`src/rtl/ru_dump_reader.sv`:
```
// Register-file dump engine: walks a (possibly wrapping) address range through a
// spare read port and streams each (index, value) pair over valid/ready.
module ru_dump_reader #(
    parameter int unsigned NREGS  = 32,
    parameter int unsigned ADDR_W = 5,
    parameter int unsigned DATA_W = 32
) (
    input  logic              CLK,
    input  logic              RST,
    input  logic              DumpStart,
    input  logic [ADDR_W-1:0] DumpFirst,
    input  logic [ADDR_W-1:0] DumpLast,
    input  logic              DumpAbort,
    output logic [ADDR_W-1:0] RUrsAddr,
    input  logic [DATA_W-1:0] RUrsData,
    output logic              DumpValid,
    input  logic              DumpReady,
    output logic [ADDR_W-1:0] DumpAddr,
    output logic [DATA_W-1:0] DumpData,
    output logic              DumpBusy,
    output logic              DumpDone
);

    typedef enum logic [1:0] {S_IDLE, S_FETCH, S_SEND, S_DONE} state_t;

    state_t              state_q, state_d;
    logic [ADDR_W-1:0]   cur_q, cur_d;
    logic [ADDR_W-1:0]   last_q, last_d;
    logic [ADDR_W-1:0]   addr_q, addr_d;
    logic [DATA_W-1:0]   data_q, data_d;
    logic                valid_q, valid_d;
    logic                busy_q, busy_d;
    logic                done_q, done_d;
    logic [ADDR_W-1:0]   cur_inc;

    // Explicit wrap so non-power-of-two NREGS still cycles modulo NREGS.
    assign cur_inc = (cur_q == ADDR_W'(NREGS - 1)) ? '0 : cur_q + ADDR_W'(1);

    always_ff @(posedge CLK or posedge RST) begin
        if (RST) begin
            state_q <= S_IDLE;
            cur_q   <= '0;
            last_q  <= '0;
            addr_q  <= '0;
            data_q  <= '0;
            valid_q <= 1'b0;
            busy_q  <= 1'b0;
            done_q  <= 1'b0;
        end else begin
            state_q <= state_d;
            cur_q   <= cur_d;
            last_q  <= last_d;
            addr_q  <= addr_d;
            data_q  <= data_d;
            valid_q <= valid_d;
            busy_q  <= busy_d;
            done_q  <= done_d;
        end
    end

    always_comb begin
        state_d = state_q;
        cur_d   = cur_q;
        last_d  = last_q;
        addr_d  = addr_q;
        data_d  = data_q;
        valid_d = valid_q;
        unique case (state_q)
            S_IDLE: begin
                if (DumpStart) begin
                    cur_d   = DumpFirst;
                    last_d  = DumpLast;
                    state_d = S_FETCH;
                end
            end
            S_FETCH: begin
                if (DumpAbort) begin
                    state_d = S_IDLE;
                end else begin
                    data_d  = RUrsData;
                    addr_d  = cur_q;
                    valid_d = 1'b1;
                    state_d = S_SEND;
                end
            end
            S_SEND: begin
                // Abort takes priority over a same-cycle handshake.
                if (DumpAbort) begin
                    valid_d = 1'b0;
                    state_d = S_IDLE;
                end else if (valid_q && DumpReady) begin
                    valid_d = 1'b0;
                    if (cur_q == last_q) begin
                        state_d = S_DONE;
                    end else begin
                        cur_d   = cur_inc;
                        state_d = S_FETCH;
                    end
                end
            end
            S_DONE: begin
                state_d = S_IDLE;
            end
            default: begin
                state_d = S_IDLE;
            end
        endcase
        // Busy/done are registered copies of the next-state decode.
        busy_d = (state_d != S_IDLE);
        done_d = (state_d == S_DONE);
    end

    assign RUrsAddr  = cur_q;
    assign DumpValid = valid_q;
    assign DumpAddr  = addr_q;
    assign DumpData  = data_q;
    assign DumpBusy  = busy_q;
    assign DumpDone  = done_q;

endmodule
```
`config.mk`:
```
export PLATFORM = sky130hd
export DESIGN_NAME = ru_dump_reader
export DESIGN_NICKNAME = d
export VERILOG_FILES = /design/src/rtl/ru_dump_reader.sv
export SDC_FILE = /design/constraint.sdc
export NUM_CORES = 1
export LEC_CHECK = 0
export CORE_MARGIN = 2
export CORE_UTILIZATION = 45
export DETAILED_ROUTE_END_ITERATION = 12
export DONT_BUFFER_PORTS = 1
export MAX_ROUTING_LAYER = met4
export PLACE_DENSITY_LB_ADDON = 0.1
export SETUP_SLACK_MARGIN = 0.02
export SYNTH_ARGS = -nofsm -noshare
export SYNTH_HDL_FRONTEND = slang
export SYNTH_SLANG_ARGS = --single-unit
```
`constraint.sdc`:
```
create_clock -name CLK -period 2.6 [get_ports CLK]
set_clock_uncertainty 0.15 [all_clocks]
set_input_delay 0.65 -clock CLK [delete_from_list [all_inputs] [get_ports CLK]]
set_output_delay 0.65 -clock CLK [all_outputs]
set_load 0.02 [all_outputs]
```
Word-level counts from Yosys, hierarchy flattened. Index checks and enable logic that the tools add are counted.

Reduce and logical (&&, ||, !) cells: 9. Multiplexer cells: 16. Equality and inequality tests: 12. $add $sub $neg: 1. Bitwise operators: 1.

Operator list (number): 5-bit 2-to-1 mux (5); 2-bit 2-to-1 mux (5); 2-bit != test (second input constant) (5); 5-bit one-hot mux with 2 select lines (1); 2-bit one-hot mux with 4 select lines (1); 2-bit == test (second input constant) (3); 2-bit nonzero test (3); 5-bit by 1-bit adder with 5-bit output (second input constant) (1); 5-bit == test (1); 5-bit == test (second input constant) (1); 5-bit AND reduction (1); 2-bit AND reduction (2); 1-bit 2-to-1 mux (3); 3-bit != test (second input constant) (1); 3-bit AND reduction (1); 2-bit by 1-bit == test with 1-bit output (second input constant) (1); 2-bit logical NOT (1); 1-bit one-hot mux with 2 select lines (1); 1-bit logical AND (1); 1-bit inverter (1).

Register bits: 52. Bits of input ports: 47. Word-level logic and storage cells: 47. Output and inout port bits: 45.

Longest topological paths before layout.
Depth after elaboration: 6. Mapped depth: 7. Gate-level depth less buffers: 7.

Worst setup path after synthesis. OpenSTA, ideal clock, no wires.

Kind: reg-to-reg. Start: register cur_q[0], in the netlist RUrsAddr[0]. End: register cur_q[3], in the netlist RUrsAddr[3]. Cell stages (with the launch flop): 7. Path slack: 0.404 ns. Required time: 2.372 ns. Library setup time: 0.078 ns. Period minus slack after synthesis: 2.196 ns. Data arrival time: 1.968 ns. Buffers on the path: 0. Cell sequence: dfrtp_1 ha_1 and3_1 ha_1 or3b_2 o31ai_1 o2bb2ai_1.

Word-level cells in the longest chain between the ends: 6. Elaborated cells between the ends (all ways): 10. Those cells by class: add/sub (1); eq/ne (3); mux (5); reduce/logical (1).

RTL lines: start: declaration (line 27) `logic [ADDR_W-1:0] cur_q, cur_d;`; start signal: assignment (line 51) `cur_q <= cur_d;`; 5-bit by 1-bit adder with 5-bit output or 5-bit == test (tied branches) (line 37) `assign cur_inc = (cur_q == ADDR_W'(NREGS - 1)) ? '0 : cur_q + ADDR_W'(1);`; 5-bit 2-to-1 mux (line 37); 5-bit 2-to-1 mux (line 93) `if (cur_q == last_q) begin`; 5-bit 2-to-1 mux (line 91) `end else if (valid_q && DumpReady) begin`; 5-bit 2-to-1 mux (line 88) `if (DumpAbort) begin`; 5-bit one-hot mux with 2 select lines (line 68) `unique case (state_q)`.

Parallel ways exist; a longest one is shown, timed or not. The select of a mux whose other input is x is not followed. A chain may end at the register's enable or synchronous reset.

Final worst setup path. Same ends and word-level chain as after synthesis.

==> key figures <==
Yosys
  – Number of flops mapped to enable cells by yosys: 0
  – Netlist cell types: 29
  – Post-Syn Instances: 153
  – Cell Area, Synth: 0.00222 sq mm
  – Yosys reg bits: 52
  – Sequential area share after synthesis: 0.585
  – Synth warnings: 0
  – Post-synth ARST share: 1.00
  – Synth Net Count: 202
  – Avg Cell Area, Syn: 14.5 sq um
  – Synth Flop Type: dfrtp_1

Layout
  – Share of cells above drive strength 1: 0.406
  – Commonest cells after routing, fill and taps aside: 52 x dfrtp_1, 46 x mux2_2, 5 x nand2_1, 5 x clkbuf_8
  – Most common cell after layout, fill and taps aside: dfrtp_1
  – Number of diodes: 0
  – Fill cell total of the finished layout: 423
  – Layout area overhead: 9.57%
  – Nets: 210
  – Non-Filler Instances: 227

GRT
  – First-pass GRT wire length: 6340 um
  – Global Route Usage Sum: 0.161
  – Gr ovfl total: 0
  – Initial antenna violation count: 0
  – Largest net degree at the start of global routing: 30
  – Vias in the first global route: 1369

Clock network
  – CTS root buf: clkbuf_8
  – Worst skew pair latency: 0.29 ns
  – Clock Tree Buf Depth: 2
  – Clk pin slew, worst setup/hold paths: 0.09 ns
  – Post-CTS resize count: 0
  – CTS tree: yes
  – H-Tree Depth: 2
  – # hold bufs at CTS: 0
  – CTS sink cnt: 52
  – Total CTS buffers: 5
  – Post-CTS Setup Inserts: 0

Detailed routing
  – Vias: 1225
  – # DRC: 0
  – Wirelength per Cell: 17.6 um
  – Routed Antenna Nets: 0
  – Router iterations before antenna repair: 4
  – Total Wirelength: 4000 um
  – DRT iter0 DRCs: 47
  – Vias/cell: 5.40

Timing
  – Fmax: 472 MHz
  – Final Max Slew Viols: 0
  – Post-layout worst setup margin: 0.480 ns
  – Setup repair after global routing missed its margin: false
  – Worst slew pin tran: 0.530 ns
  – Slew margin rel.: 0.646
  – Final Hold Violating Endpoints: 0
  – Setup violators final: 0
  – Fin crit share: 0.815
  – Post-route minimum period: 2.12 ns
  – Hold_ws: 0.124 ns
  – Setup TNS Final: 0 ns

Outcome
  – Status: finished clean

Flow run
  – Max_cap viols: 0

Floorplanning
  – Core Rows: 25
  – Die X: 74.3 um
  – Die height: 74.3 um
  – Full die area: 0.00552 sq mm
  – Initial Util: 0.468
  – I/O pins: 92
  – Core area: 0.00475 sq mm

Place
  – Placed insts: 221
  – Dpl hpwl: 3030 um
  – IO buf count: 0
  – DP Worst Slack: 0.508 ns
  – Placer Congestion: 0.794

Critical path
  – Crit path capture type: flop
  – Most Frequent Cell on Critical Path: ha_1
  – Slowest cell delay on critical path: 0.53 ns
  – Critical Path RT: 2.67 ns
  – Crit path DAT: 2.20 ns
  – Crit start category: flop
  – CP max FO: 5
  – Slowest CP cell: or3b_2
  – Worst-path cell chain: ha_1 -> and3_1 -> ha_1 -> or3b_2 -> o31ai_1 -> o2bb2ai_1
  – WS Path Type: reg2reg
  – R2R depth: 6

Hold path
  – HP Class: in2async

Power
  – Power per cell area: 1260 mW/mm^2
  – Peak supply drop: 619 uV
  – P_leak: 1.02 nW
[area by class of cell]
class	instances	area, sq um	share of cell area
multi-input combinational	92	871	0.357
tap	67	83.8	0.0344
clock buffer	5	68.8	0.0282
sequential	52	1300	0.534
timing repair buffer	5	62.6	0.0257
clock inverter	1	30.0	0.0123
inverter	5	18.8	0.00770
[logic make-up after synthesis]
kind of cell,synth area share
flops,0.585
simple gates,0.0754
fa+ha+maj,0.0113
compound gates,0.0580
mux,0.233
buf+inv,0.0253
xor+xnor,0.0118
[path summary, 6_finish.rpt]
path	startpoint	to	slack, ns
worst min-delay path	RST	DumpData[10]$_DFFE_PP0P_	0.12
max in group asynchronous	RST	DumpData[4]$_DFFE_PP0P_	1.65
min in group CLK	DumpLast[0]	last_q[0]$_DFFE_PP0P_	0.32
worst max register to register	RUrsAddr[0]$_DFFE_PP0P_	RUrsAddr[3]$_DFFE_PP0P_	0.48
worst min register to register	last_q[4]$_DFFE_PP0P_	last_q[4]$_DFFE_PP0P_	0.39
worst max-delay path	RUrsAddr[0]$_DFFE_PP0P_	RUrsAddr[3]$_DFFE_PP0P_	0.48
[synthesized netlist by cell type, types with 2 or more instances]
cell / count / area share
a21oi_1: 2 / 0.0045
dfrtp_1: 52 / 0.59
buf_6: 3 / 0.015
nand2b_1: 3 / 0.0084
xor2_1: 3 / 0.012
mux2_2: 46 / 0.23
nand3_1: 2 / 0.0045
o21ai_0: 4 / 0.0090
nor2b_1: 3 / 0.0084
a211oi_1: 2 / 0.0068
ha_1: 2 / 0.011
nor2_1: 2 / 0.0034
o2bb2ai_1: 2 / 0.0079
nor3_1: 2 / 0.0045
nand2_1: 5 / 0.0084
a21o_1: 3 / 0.010
inv_1: 5 / 0.0084
[through the flow]
step	cell area (sq um)	power, mW	util
2_1_floorplan	2220	2.39	-
3_3_place_gp	2340	2.57	0.492
3_5_place_dp	2340	2.61	0.492
4_1_cts	2440	3.13	0.512
5_1_grt	2440	3.27	0.512
6_report	2440	3.08	0.512
[state kept, by name, summed over array words and instances (netlist names)]
signal / count
DumpValid: 1
RUrsAddr: 5
DumpBusy: 1
state_q: 2
last_q: 5
DumpDone: 1
DumpData: 32
DumpAddr: 5
[critical path, delay by kind of cell (launching register included)]
| family | cells | cell delay, ns |
|---|---|---|
| and+or+nand+nor | 2 | 0.72 |
| adders and majority gates | 2 | 0.40 |
| AOI/OAI and AO/OA | 2 | 0.40 |
| DFF | 1 | 0.39 |
[where the power goes]
group / total (mW) / internal, mW / switching [mW]
logic: 0.739 / 0.409 / 0.330
clock network: 0.510 / 0.276 / 0.233
registers: 1.83 / 1.16 / 0.663
total: 3.08 / 1.85 / 1.23
[metal layers]
layer,vias to the layer above,global-route usage,part of all wire
met2,50,0.260,0.53
met4,0,0.0575,0.0093
met3,5,0.0474,0.071
met5,-,-,0
met1,614,0.194,0.39
li1,556,-,-
Note: power is estimated with default switching activity, not from simulation.
